<file path="src/rtl/cacheline_burst_adaptor.sv">
`default_nettype none
// ============================================================================
// Module      : cacheline_burst_adaptor
// Description : Bridge between a cache's full-line miss/writeback port (dfp)
//               and a burst-oriented backing memory (bmem). Writebacks are
//               split into LINE_W/BEAT_W beats. Fills are reassembled from
//               beats. The request address and write line are latched when
//               the request is accepted, so the cache may change its inputs
//               mid-burst.
// Ports       : clk, rst_n           - clock, asynchronous active-low reset
//               dfp_addr/read/write  - line request from the cache
//               dfp_wdata            - writeback line (beat k at [k*BEAT_W])
//               dfp_rdata/resp       - fill line and one-cycle completion
//               bmem_addr/read       - line-aligned address, read burst req
//               bmem_write/wdata     - write beat valid and data
//               bmem_ready           - memory accepts request/beat
//               bmem_raddr/rdata/rvalid - returning read beat and its tag
//               err                  - sticky protocol error flag
// Options     : CACHELINE_ADAPTOR_RADDR_CHECK_EN - when defined, each read
//               beat's bmem_raddr is compared with the latched line address,
//               and rvalid outside the data phase also flags err. When
//               undefined err is tied low and bmem_raddr is ignored.
// Revision    : 1.0 - initial release
// ============================================================================
module cacheline_burst_adaptor #(
    parameter int ADDR_W = 32,
    parameter int LINE_W = 256,
    parameter int BEAT_W = 64
) (
    input  logic              clk,
    input  logic              rst_n,
    input  logic [ADDR_W-1:0] dfp_addr,
    input  logic              dfp_read,
    input  logic              dfp_write,
    input  logic [LINE_W-1:0] dfp_wdata,
    output logic [LINE_W-1:0] dfp_rdata,
    output logic              dfp_resp,
    output logic [ADDR_W-1:0] bmem_addr,
    output logic              bmem_read,
    output logic              bmem_write,
    output logic [BEAT_W-1:0] bmem_wdata,
    input  logic              bmem_ready,
    input  logic [ADDR_W-1:0] bmem_raddr,
    input  logic [BEAT_W-1:0] bmem_rdata,
    input  logic              bmem_rvalid,
    output logic              err
);

    localparam int BEATS = LINE_W / BEAT_W;
    localparam int CNT_W = $clog2(BEATS);
    localparam int OFS   = $clog2(LINE_W / 8);

    localparam logic [CNT_W-1:0] c_last = CNT_W'(BEATS - 1);

    typedef enum logic [2:0] {
        S_IDLE     = 3'd0,
        S_RD_REQ   = 3'd1,
        S_RD_DATA  = 3'd2,
        S_WR_BURST = 3'd3,
        S_RESP     = 3'd4
    } state_t;

    state_t            r_state;
    logic [CNT_W-1:0]  r_cnt;
    logic [ADDR_W-1:0] r_addr;
    logic [BEAT_W-1:0] r_wbuf [BEATS];
    logic [BEAT_W-1:0] r_rbuf [BEATS];
    logic              r_bmem_read;
    logic              r_bmem_write;
    logic [BEAT_W-1:0] r_bmem_wdata;
    logic              r_dfp_resp;

    logic [ADDR_W-1:0] w_line_addr;
    logic [CNT_W-1:0]  w_cnt_next;

    assign w_line_addr = {dfp_addr[ADDR_W-1:OFS], {OFS{1'b0}}};
    assign w_cnt_next  = r_cnt + CNT_W'(1);

    always_ff @(posedge clk or negedge rst_n) begin
        if (!rst_n) begin
            r_state      <= S_IDLE;
            r_cnt        <= '0;
            r_addr       <= '0;
            r_bmem_read  <= 1'b0;
            r_bmem_write <= 1'b0;
            r_bmem_wdata <= '0;
            r_dfp_resp   <= 1'b0;
            for (int k = 0; k < BEATS; k++) begin
                r_wbuf[k] <= '0;
                r_rbuf[k] <= '0;
            end
        end else begin
            case (r_state)
                S_IDLE: begin
                    // Write has priority; a simultaneous read is dropped.
                    if (dfp_write) begin
                        r_addr <= w_line_addr;
                        for (int k = 0; k < BEATS; k++) begin
                            r_wbuf[k] <= dfp_wdata[k*BEAT_W +: BEAT_W];
                        end
                        r_cnt        <= '0;
                        r_bmem_write <= 1'b1;
                        r_bmem_wdata <= dfp_wdata[BEAT_W-1:0];
                        r_state      <= S_WR_BURST;
                    end else if (dfp_read) begin
                        r_addr      <= w_line_addr;
                        r_cnt       <= '0;
                        r_bmem_read <= 1'b1;
                        r_state     <= S_RD_REQ;
                    end
                end
                S_RD_REQ: begin
                    if (bmem_ready) begin
                        r_bmem_read <= 1'b0;
                        r_state     <= S_RD_DATA;
                    end
                end
                S_RD_DATA: begin
                    if (bmem_rvalid) begin
                        r_rbuf[r_cnt] <= bmem_rdata;
                        r_cnt         <= w_cnt_next;
                        if (r_cnt == c_last) begin
                            r_dfp_resp <= 1'b1;
                            r_state    <= S_RESP;
                        end
                    end
                end
                S_WR_BURST: begin
                    // The next beat is preloaded on acceptance so that
                    // bmem_wdata is a pure register and holds during stalls.
                    if (bmem_ready) begin
                        r_cnt <= w_cnt_next;
                        if (r_cnt == c_last) begin
                            r_bmem_write <= 1'b0;
                            r_dfp_resp   <= 1'b1;
                            r_state      <= S_RESP;
                        end else begin
                            r_bmem_wdata <= r_wbuf[w_cnt_next];
                        end
                    end
                end
                S_RESP: begin
                    r_dfp_resp <= 1'b0;
                    r_state    <= S_IDLE;
                end
                default: begin
                    r_state <= S_IDLE;
                end
            endcase
        end
    end

    for (genvar g = 0; g < BEATS; g++) begin : g_pack
        assign dfp_rdata[g*BEAT_W +: BEAT_W] = r_rbuf[g];
    end

    assign dfp_resp   = r_dfp_resp;
    assign bmem_addr  = r_addr;
    assign bmem_read  = r_bmem_read;
    assign bmem_write = r_bmem_write;
    assign bmem_wdata = r_bmem_wdata;

`ifdef CACHELINE_ADAPTOR_RADDR_CHECK_EN
    logic r_err;
    logic w_unused_ofs;

    assign w_unused_ofs = ^dfp_addr[OFS-1:0];

    always_ff @(posedge clk or negedge rst_n) begin
        if (!rst_n) begin
            r_err <= 1'b0;
        end else if (bmem_rvalid &&
                     ((r_state != S_RD_DATA) || (bmem_raddr != r_addr))) begin
            r_err <= 1'b1;
        end
    end

    assign err = r_err;
`else
    logic w_unused_inputs;

    assign w_unused_inputs = ^{bmem_raddr, dfp_addr[OFS-1:0]};
    assign err             = 1'b0;
`endif

endmodule
`default_nettype wire

</file>
<file path="config.mk">
export PLATFORM = sky130hd
export DESIGN_NAME = cacheline_burst_adaptor
export DESIGN_NICKNAME = d
export VERILOG_FILES = /design/src/rtl/cacheline_burst_adaptor.sv
export SDC_FILE = /design/constraint.sdc
export NUM_CORES = 1
export LEC_CHECK = 0
export CAP_MARGIN = 30
export CORE_AREA = 2 2 293 295
export CTS_BUF_LIST = sky130_fd_sc_hd__clkbuf_8 sky130_fd_sc_hd__clkbuf_16
export DETAILED_ROUTE_END_ITERATION = 6
export DIE_AREA = 0 0 295 297
export SKIP_LAST_GASP = 1
export SYNTH_ARGS = -nofsm -noshare
export SYNTH_HDL_FRONTEND = slang
export SYNTH_SLANG_ARGS = --single-unit
</file>
<file path="constraint.sdc">
create_clock -name clk -period 3.2 [get_ports clk]
set_input_delay 0.32 -clock clk [delete_from_list [all_inputs] [get_ports clk]]
set_output_delay 0.32 -clock clk [all_outputs]
set_load 0.02 [all_outputs]
</file>
### Word-level counts from Yosys, hierarchy flattened

Cells that the tools add are included.

| storage, ports and cells | value |
|---|---|
| logic and storage cells | 87 |
| output and inout bits | 356 |
| register bits | 616 |
| input bits | 390 |

| cells by class | value |
|---|---|
| mux-type cells | 36 |
| $lt $le $gt $ge | 3 |
| reduce and logical (&&, ||, !) cells | 16 |
| eq/ne operators | 14 |
| bitwise operators | 2 |
| add/subtract/negate cells | 1 |

Operators by type and width:

| cell | number |
|---|---|
| 2-to-1 mux 64 bit | 6 |
| bitwise mux 256 bit | 1 |
| binary-select mux 64 bit (select 2 bit) | 1 |
| demux 64 bit (select 2 bit) | 1 |
| case mux 64 bit (2 select lines) | 1 |
| 2-to-1 mux 32 bit | 2 |
| AND reduction 4 bit | 5 |
| 2-to-1 mux 3 bit | 6 |
| inequality test 2 bit (second input constant) | 8 |
| case mux 3 bit (4 select lines) | 1 |
| 2-to-1 mux 1 bit | 9 |
| 2-to-1 mux 2 bit | 4 |
| == test 3 x 2 -> 1 bit (second input constant) | 2 |
| >= comparator 3 bit (second input constant) | 2 |
| inverter 2 -> 3 bit | 2 |
| case mux 2 bit (3 select lines) | 1 |
| AND reduction 2 bit | 3 |
| nonzero test 2 bit | 3 |
| nonzero test 3 bit | 2 |
| case mux 1 bit (2 select lines) | 2 |
| == test 3 x 1 -> 1 bit (second input constant) | 1 |
| == test 3 bit (second input constant) | 1 |
| zero test 3 bit | 1 |
| < comparator 3 x 1 -> 1 bit (second input constant) | 1 |
| 6 further kinds | 6 |

### Logic depth before layout (Yosys ltp)

Gate-level depths: netlist of run 1.

| logic depth | value |
|---|---|
| word-level depth | 8 |
| mapped depth | 9 |
| depth with buffers taken out | 5 |

### Worst setup path before layout of run 1

Ideal clock, no wire load.

| path | value |
|---|---|
| kind | flip-flop to flip-flop |
| start | register r_cnt[0] |
| end | register r_bmem_wdata[42] (netlist: bmem_wdata[42]) |
| library setup time | 0.130 ns |
| required time | 3.070 ns |
| data arrival time | 2.256 ns |
| path buffers | 4 |
| stages on the path, launching flop included | 10 |
| clock period less this slack | 2.386 ns |
| slack | 0.814 ns |
| cell sequence | dfrtp_1 buf_4 buf_2 inv_1 ha_1 buf_2 clkbuf_1 mux4_2 nand2_1 a31oi_1 |

| between the ends | value |
|---|---|
| cells in the longest elaborated chain, start to end | 8 |
| elaborated cells on any way between the ends | 11 |
| those cells by class | add/sub (1); eq/ne (2); mux (6); bitwise (1); reduce/logical (1) |

Ends and longest elaborated chain:

| element | line | text |
|---|---|---|
| start: declaration | 64 | `logic [CNT_W-1:0] r_cnt;` |
| start signal: assignment | 121 | `r_cnt <= w_cnt_next;` |
| start signal: assignment | 132 | `r_cnt <= w_cnt_next;` |
| adder 2 x 1 -> 2 bit | 77 | `assign w_cnt_next = r_cnt + CNT_W'(1);` |
| inverter 2 -> 3 bit (not written as such) | 138 | `r_bmem_wdata <= r_wbuf[w_cnt_next];` |
| binary-select mux 64 bit (select 2 bit) | 138 |  |
| 2-to-1 mux 64 bit (not written as such) (2 in series) | 138 |  |
| 2-to-1 mux 64 bit | 133 | `if (r_cnt == c_last) begin` |
| 2-to-1 mux 64 bit | 131 | `if (bmem_ready) begin` |
| case mux 64 bit (2 select lines) | 93 | `case (r_state)` |
| end signal: assignment | 103 | `r_bmem_wdata <= dfp_wdata[BEAT_W-1:0];` |
| end signal: assignment | 138 |  |
| end: declaration | 70 | `logic [BEAT_W-1:0] r_bmem_wdata;` |

Parallel ways exist; a longest one is shown, timed or not. The select of a mux whose other input is x is not followed.
A chain may end at the register's enable or synchronous reset.

### Worst setup path in the final report of run 1

| path | value |
|---|---|
| start | register r_cnt[0] |
| end | register r_bmem_wdata[36] (netlist: bmem_wdata[36]) |

The elaborated chain is that of the path after synthesis.

==> reports/results.tsv, run 1 <==
stage	metric	value	unit
synth	synth warn	0	
synth	ys async rst share	100	%
final_layout	nets@finish	2755	
floorplanning	Die Area	0.0876	mm2
sta	Hold Violations, Final	0	
routing	vias	16300	
global_routing	maximum number of pins on one net before global-route repair	76	
routing	initial DRC count	543	
global_routing	first-pass GRT wire length	110	mm
synth	sequential area share after synthesis	61.1	%
clocking	clk buf depth	3	
placed_design	post-DP HPWL	53.2	mm
min_path	Min-Delay Path Class	in2async	
floorplanning	Row Count	107	
routing	TritonRoute pass-1 iters	4	
routing	Routed WL per cell	20.4	um
power_and_ir_drop	worst vdd ir	0.515	mV
sta	worst slew pin tran	0.738	ns
routing	final WL	72.7	mm
run	Max Cap Viol	0	
setup_path	CP max stage delay	0.63	ns
sta	skew final	0.0220	ns
status	status	finished clean	
sta	min Tclk post-route	2.25	ns
global_routing	Overflow after GRT	0	
setup_path	critical path data required time	3.71	ns
placed_design	gpl congestion	0.806	
placed_design	quantity of I/O buffers inserted on ports	702	
sta	RSZ-0062 raised after global routing	no	
global_routing	Tot GR Track Use	16.5	%
floorplanning	Core Box Area	0.0845	mm2
setup_path	critical path class	reg2reg	
synth	synthesized area	0.0250	mm2
clocking	CTS H-tree lvls	3	
sta	Setup TNS Final	0	ns
clocking	CTS tree	yes	
setup_path	Setup crit end kind	flop	
sta	Max Slew Vio Count	0	
final_layout	Area Growth Syn to Fin	43.9	%
clocking	CTS sink cnt	611	
final_layout	share of layout cells above drive strength 1	31.2	%
routing	post-route ant nets	0	
floorplanning	Initial Utilization	29.6	%
setup_path	worst-path cell chain	ha_1 -> nand4b_1 -> a21oi_4 -> buf_12 -> nor2_1 -> a31oi_1	
synth	cell count after synthesis	1629	
synth	Post-synth EDFFs	0	
floorplanning	die height	297	um
sta	Hold Slack	0.266	ns
placed_design	placed instance area	0.0335	mm2
clocking	CTS Buf Count	72	
synth	Top FF cell, synth	dfrtp_1	
setup_path	Worst Setup Start Kind	flop	
routing	# DRC	0	
power_and_ir_drop	Leak Pwr	15.3	nW
global_routing	initial antenna violation count	21	
global_routing	vias in the first global route	17800	
clocking	Worst-path clk slew	0.06	ns
setup_path	crit-path max FO	25	
sta	Final Cycle Share	70.4	%
final_layout	Post-Layout Inst Area	0.0360	mm2
floorplanning	die width	295	um
synth	Yosys cell types	33	
setup_path	WP data arrival	2.76	ns
sta	final setup fails	0	
sta	FMAX	444	MHz
synth	flops & latches, synth	611	
floorplanning	I/O pin cnt	746	
routing	Via density	4.57	
clocking	Worst-Skew Late Latency	0.60	ns
setup_path	CP max-delay cell	a21oi_4	
power_and_ir_drop	Power Dens Cells	1030	mW/mm2
sta	slew margin rel.	50.8	%
final_layout	Layout Utilization	42.6	%
clocking	post-CTS setup buffer count	0	
clocking	CTS root buf	clkbuf_16	
synth	synthesized area per cell	15.4	um2
cell usage in the layout, fill, tap and decap left out, types with 8 or more instances in the layout:
master           synthesis  routed
nand2_1                133     132
mux2_1                  32      32
mux4_2                  64      64
buf_4                   11      35
bufinv_16                0       8
clkbuf_16                0      73
buf_12                   0      21
mux2_2                 509     509
nor2_1                  67      67
a31oi_1                 65      65
clkbuf_8                 0      13
diode_2                  0       9
inv_1                    2      22
dfrtp_1                611     610
clkdlybuf4s50_1          0     701
worst max-delay path: cells and delay by family (launching register included):
family	cells	cell delay (ns)
AO/OA/AOI/OAI	2	0.79
AND/OR/NAND/NOR	2	0.32
adder cells (fa/ha/maj)	1	0.31
flip-flops	1	0.50
buffers and inverters	1	0.25
cells in the mapped netlist (all sizes together), types with 4 or more instances:
cell type,number,share of area (%)
ha,4,0.20
nand2,137,2.1
clkbuf,18,0.27
mux2,541,24
nor2b,4,0.11
nor2,67,1.0
a31oi,65,1.6
o21ai,6,0.12
dfrtp,611,61
mux4,64,5.8
buf,88,2.6
per-layer routing:
metal,track usage [%],vias to the layer above,part of all wire (%)
met2,28.6,550,50
met4,5.82,24,2.9
met1,18.0,8253,37
met5,0,-,0.21
met3,6.72,135,9.5
li1,-,7328,-
final timing paths:
check	from	end	slack, ns	cells after the start
worst min register to register	r_wbuf[205]	r_wbuf[205]	0.48	1
min in group clk	dfp_wdata[25]	bmem_wdata[25]	0.30	3
worst max-delay path	r_cnt[0]	bmem_wdata[36]	0.95	6
worst min-delay path	rst_n	r_wbuf[65]	0.27	2
max in group asynchronous	rst_n	r_wbuf[68]	1.75	3
worst max register to register	r_cnt[0]	bmem_wdata[36]	0.95	6
through the flow:
stage,std cells,power [mW],setup WS [ns]
2_1_floorplan,1634,22.2,0.814
3_3_place_gp,3430,28.6,0.767
3_5_place_dp,3430,29.1,0.730
4_1_cts,3559,37.6,0.897
5_1_grt,3567,39.2,0.810
6_report,3568,37.1,0.949
what timing repair did:
| item | 4_1_cts | 5_1_grt |
|---|---|---|
| setup endpoints to repair | 0 | 0 |
| hold buffers | 1 | 0 |
| endpoints found under the hold margin | 59 | 0 |
| resized for setup | 0 | 0 |
logic make-up (layout without fill, tap and decap cells):
kind of cell / Yosys count / count (layout) / synth area share [%]
and+or+nand+nor: 223 / 223 / 3.68
AOI/OAI and AO/OA: 77 / 77 / 1.96
buffers and inverters: 108 / 889 / 2.92
muxes: 605 / 605 / 30.1
DFF: 611 / 611 / 61.1
adders and majority gates: 4 / 4 / 0.200
other: 1 / 15 / 0.0150
area by class of cell:
| class | instances | area, um2 |
|---|---|---|
| diodes | 9 | 22.5 |
| clock buffers | 86 | 2010 |
| clock inverters | 42 | 455 |
| fillers | 7612 | 48500 |
| inverters | 2 | 7.51 |
| multi-input cells | 915 | 9070 |
| flip-flops and latches | 611 | 15300 |
| well taps | 1144 | 1430 |
| repair buffers | 759 | 7720 |
sequential cells by signal, indices dropped and copies added, names as in the netlist:
| register | flops |
|---|---|
| bmem_addr | 27 |
| bmem_read | 1 |
| bmem_wdata | 64 |
| bmem_write | 1 |
| dfp_rdata | 256 |
| dfp_resp | 1 |
| r_cnt | 2 |
| r_state | 3 |
| r_wbuf | 256 |
power breakdown:
part,switching (mW),internal (mW)
sequential,1.88,11.3
clock,3.31,5.11
combinational,7.09,8.39
Power figures use the tool's default switching activity.
==> run 2: changes to the inputs <==
clock period = 2.2 ns   (was 3.2 ns; I/O delays follow)
==> run 2 against run 1 <==
  * Sequential share of layout area shrank 0.21 points
  * Setup slack worse by 0.82 ns
  * Wire length grew 5.7%
==> reports/results.tsv, run 2 (synthesis gave the netlist of run 1 again) <==
stage	metric	value	unit
setup_path	critical path data required time	1.98	ns
setup_path	Worst Setup Start Kind	flop	
sta	FMAX	484	MHz
final_layout	register area	0.0153	mm2
clocking	CTS root buf	clkbuf_16	
placed_design	post-DP HPWL	56.7	mm
sta	Final Worst Setup Slack	0.133	ns
clocking	post-CTS setup buffer count	0	
final_layout	Area Growth Syn to Fin	44.7	%
sta	skew final	0.0240	ns
global_routing	first-pass GRT wire length	115	mm
power_and_ir_drop	sequential power share	35.7	%
power_and_ir_drop	switch share	33.5	%
clocking	CTS Buf Count	71	
status	status	finished clean	
power_and_ir_drop	Int Pwr	35.9	mW
clocking	clk buf depth	3	
clocking	CTS H-tree lvls	3	
final_layout	leading cell types in the layout, fill and taps excluded	clkdlybuf4s50_1, dfrtp_1, mux2_2, nand2_1, clkbuf_16	
routing	# DRC	0	
final_layout	# fillers	7672	
routing	Routed WL per cell	21.4	um
sta	slew margin rel.	60.4	%
setup_path	critical path class	reg2out	
setup_path	CP max-delay cell	clkdlybuf4s50_1	
power_and_ir_drop	worst vdd ir	0.751	mV
sta	Max Slew Vio Count	0	
setup_path	critical path's top delay family	buffers and inverters	
floorplanning	Initial Utilization	29.6	%
clocking	Worst-Skew Late Latency	0.60	ns
sta	Setup TNS Final	0	ns
setup_path	CP max stage delay	0.85	ns
global_routing	Overflow after GRT	0	
sta	Hold Violations, Final	0	
routing	final WL	76.8	mm
clocking	CTS-repair resized insts	0	
final_layout	nets@finish	2769	
placed_design	pre-CTS setup slack	0.0726	ns
floorplanning	Row Count	107	
power_and_ir_drop	Psw	18.1	mW
setup_path	crit-path max FO	2	
setup_path	Setup crit end kind	output port	
setup_path	WP data arrival	1.85	ns
global_routing	initial antenna violation count	27	
floorplanning	Die Area	0.0876	mm2
global_routing	maximum number of pins on one net before global-route repair	79	
run	Max Cap Viol	0	
floorplanning	I/O pin cnt	746	
final_layout	leading cell type in the layout, fill and taps excluded	clkdlybuf4s50_1	
floorplanning	die width	295	um
sta	Final Cycle Share	93.9	%
routing	initial DRC count	613	
sta	final setup fails	0	
routing	vias	16400	
routing	post-route ant nets	0	
global_routing	Tot GR Track Use	17.3	%
routing	TritonRoute pass-1 iters	4	
min_path	Min-Delay Path Class	in2async	
floorplanning	Core Box Area	0.0845	mm2
setup_path	CP bufs+invs	1	
final_layout	multi-input logic area	0.00907	mm2
power_and_ir_drop	Clk pwr share	21.8	%
clocking	CTS tree	yes	
power_and_ir_drop	combinational share of power	42.5	%
clocking	Worst-path clk slew	0.06	ns
power_and_ir_drop	Power Dens Cells	1490	mW/mm2
clocking	CTS sink cnt	611	
sta	RSZ-0062 raised after global routing	no	
sta	min Tclk post-route	2.07	ns
power_and_ir_drop	Leak Pwr	15.4	nW
setup_path	reg-to-reg slack, setup	0.15	ns
routing	Via density	4.57	
placed_design	quantity of I/O buffers inserted on ports	702	
final_layout	share of layout cells above drive strength 1	31.5	%
placed_design	gpl congestion	0.808	
setup_path	worst-path cell chain	clkdlybuf4s50_1	
global_routing	vias in the first global route	17800	
floorplanning	die height	297	um
sta	worst slew pin tran	0.592	ns
## run 2: layer usage
| layer | part of all wire (%) | GRT usage, % |
|---|---|---|
| met5 | 0.13 | 0 |
| met4 | 3.1 | 6.41 |
| met3 | 9.8 | 6.93 |
| met2 | 49 | 29.0 |
| met1 | 38 | 19.8 |
## run 2: per-stage QoR
step                      power (mW)  instances  hold WS [ns]  utilization [%]  instance area (um2)
after floorplan                 32.2       1634       -0.0756                -                25000
after global placement          42.0       3445         0.202             40.0                33800
after detailed placement        42.8       3445         0.200             40.0                33800
after CTS                       54.8       3573         0.127             42.8                36100
after global routing            57.0       3586         0.150             42.8                36200
final                           54.0       3591         0.162             42.8                36200
## run 2: final cells by class
type | count | share of cell area (%)
well taps | 1144 | 3.96
clock inverters | 40 | 0.944
flip-flops and latches | 611 | 42.3
diodes | 18 | 0.124
inverters | 2 | 0.0207
repair buffers | 774 | 22.0
clock buffers | 87 | 5.58
multi-input cells | 915 | 25.1
## run 2: what timing repair did
item                                    CTS  global route
endpoints found under the setup margin    0             0
hold buffers                              1             0
hold endpoints to repair                111             0
## run 2: power by group through the flow
stage	sequential, mW	combinational [mW]	clock [mW]
finish	19.3	22.9	11.8
global route	19.9	24.5	12.6
CTS	19.3	23.3	12.2
floorplan	22.0	10.2	0
detailed placement	19.5	23.3	0
global placement	19.2	22.9	0
## run 2: worst paths after layout
path                                 from              to  depth (start not counted)
setup / recovery           bmem_wdata[44]  bmem_wdata[44]                          1
hold / removal                      rst_n    bmem_addr[9]                          2
setup reg to reg                 r_cnt[0]  bmem_wdata[30]                          6
hold reg to reg               r_wbuf[225]     r_wbuf[225]                          1
max in group asynchronous           rst_n   dfp_rdata[11]                          3
min in group clk            dfp_wdata[63]  bmem_wdata[63]                          3
==> run 3: changes to the inputs <==
CELL_PAD_IN_SITES_DETAIL_PLACEMENT = 0   (was unset)
CELL_PAD_IN_SITES_GLOBAL_PLACEMENT = 1   (was unset)
CORE_AREA = 2 2 292 294   (was 2 2 293 295)
DIE_AREA = 0 0 294 296   (was 0 0 295 297)
PLACE_DENSITY_LB_ADDON = 0.1   (was unset)
==> run 3 against run 2 <==
  * Non-clock buffer count fell by 1
  * Global-route usage rose by 1.0 points
  * Cell count fell by 1.7%
==> reports/results.tsv, run 3 (synthesis gave the netlist of run 1 again) <==
stage	metric	value	unit
status	status	finished clean	
sta	Final Worst Setup Slack	0.155	ns
placed_design	pre-CTS setup slack	0.0384	ns
power_and_ir_drop	Clk pwr share	21.6	%
routing	Routed WL per cell	23.2	um
power_and_ir_drop	Power Dens Cells	1490	mW/mm2
floorplanning	Initial Utilization	29.7	%
sta	min Tclk post-route	2.04	ns
global_routing	Tot GR Track Use	18.3	%
run	Max Cap Viol	0	
sta	final setup fails	0	
placed_design	quantity of I/O buffers inserted on ports	702	
final_layout	nets@finish	2769	
sta	Max Slew Vio Count	0	
sta	slew margin rel.	47.7	%
setup_path	crit-path max FO	24	
final_layout	leading cell type in the layout, fill and taps excluded	clkdlybuf4s50_1	
setup_path	worst-path cell chain	nor3_2 -> and2_4 -> buf_12 -> buf_4 -> mux2_2	
final_layout	Area Growth Syn to Fin	44.4	%
setup_path	critical path data required time	2.67	ns
routing	Via density	4.60	
setup_path	CP bufs+invs	2	
sta	skew final	0.0200	ns
floorplanning	die width	294	um
setup_path	CP max stage delay	0.52	ns
routing	initial DRC count	484	
final_layout	Cell Count, Final, Fillers Out	3531	
final_layout	leading cell types in the layout, fill and taps excluded	clkdlybuf4s50_1, dfrtp_1, mux2_2, nand2_1, clkbuf_16	
sta	RSZ-0062 raised after global routing	no	
routing	TritonRoute pass-1 iters	5	
placed_design	placed cells	3389	
floorplanning	Core Box Area	0.0842	mm2
sta	Setup TNS Final	0	ns
final_layout	Post-Layout Inst Area	0.0361	mm2
setup_path	Setup crit end kind	flop	
power_and_ir_drop	Int Pwr	35.8	mW
setup_path	Worst Setup Start Kind	flop	
clocking	CTS H-tree lvls	3	
placed_design	post-DP HPWL	60.0	mm
power_and_ir_drop	combinational share of power	42.8	%
setup_path	critical path's top delay family	simple AND/OR/NAND/NOR gates	
floorplanning	I/O pin cnt	746	
sta	Hold Violations, Final	0	
setup_path	CP max-delay cell	dfrtp_1	
clocking	clk buf depth	3	
routing	# DRC	0	
floorplanning	Row Count	107	
clocking	CTS sink cnt	611	
global_routing	maximum number of pins on one net before global-route repair	69	
power_and_ir_drop	worst vdd ir	0.837	mV
floorplanning	Die Area	0.0870	mm2
routing	post-route ant nets	0	
routing	vias	16200	
floorplanning	die height	296	um
power_and_ir_drop	switch share	33.7	%
global_routing	Overflow after GRT	0	
placed_design	placed instance area	0.0337	mm2
min_path	Min-Delay Path Class	in2async	
final_layout	share of layout cells above drive strength 1	31.7	%
final_layout	Layout Utilization	42.9	%
power_and_ir_drop	sequential power share	35.5	%
clocking	CTS Buf Count	72	
setup_path	WP data arrival	2.51	ns
sta	FMAX	489	MHz
global_routing	vias in the first global route	17600	
clocking	CTS tree	yes	
power_and_ir_drop	Psw	18.2	mW
power_and_ir_drop	Leak Pwr	15.4	nW
clocking	Worst-Skew Late Latency	0.60	ns
routing	final WL	81.8	mm
sta	worst slew pin tran	0.785	ns
global_routing	initial antenna violation count	22	
setup_path	r2r startpoint	r_state[2]	
placed_design	gpl congestion	0.780	
clocking	Worst-path clk slew	0.06	ns
clocking	CTS root buf	clkbuf_16	
sta	Final Cycle Share	92.9	%
global_routing	first-pass GRT wire length	118	mm
setup_path	critical path class	reg2reg	
setup_path	Worst Setup SP	r_state[2]	
==> run 3: power by group through the flow <==
stage,Clock (mW),Combinational [mW],Sequential [mW]
final,11.7,23.1,19.2
after global routing,12.6,24.7,19.8
after CTS,12.1,23.5,19.2
after detailed placement,0,23.4,19.4
after global placement,0,23.2,19.2
after floorplan,0,10.2,22.0
==> run 3: final cells by class <==
class | count | area, um2
Antenna cell | 12 | 30.0
Tap cell | 1090 | 1360
Timing Repair Buffer | 773 | 8040
Inverter | 2 | 7.51
Clock inverter | 37 | 241
Clock buffer | 91 | 2090
Sequential cell | 611 | 15300
Multi-Input combinational cell | 915 | 9070
Fill cell | 7691 | 48100
==> run 3: worst register-to-register path: stages, from the launching register on <==
cell and delay [ns]:
dfrtp_1 0.52, nor3_2 0.27, and2_4 0.28, buf_12 0.23, buf_4 0.26, mux2_2 0.36
==> run 3: final timing paths <==
path,endpoint,slack (ns),depth (start not counted)
setup / recovery,r_wbuf[102],0.16,5
hold / removal,dfp_rdata[113],0.09,2
setup reg to reg,r_wbuf[102],0.16,5
hold reg to reg,r_wbuf[224],0.48,1
max in group asynchronous,bmem_wdata[24],1.22,3
min in group clk,bmem_wdata[48],0.21,3
==> run 3: what timing repair did <==
item / CTS / global route
hold buffers: 1 / 0
resized for setup: 0 / 1
hold endpoints to repair: 392 / 0
endpoints found under the setup margin: 0 / 16
buffers inserted: 0 / 1
==> run 3: metrics by stage <==
stage	hold slack [ns]	power [mW]
after detailed placement	0.135	42.8
after floorplan	-0.0756	32.2
after global routing	0.0828	57.2
after global placement	0.134	42.4
final	0.0870	54.0
after CTS	0.0665	54.8
==> run 3: per-layer routing <==
layer,vias up,GRT usage (%),share of wire (%)
met2,473,32.2,51
li1,7347,-,-
met5,-,0,0.20
met4,28,6.01,2.7
met3,135,6.02,7.8
met1,8258,21.0,38
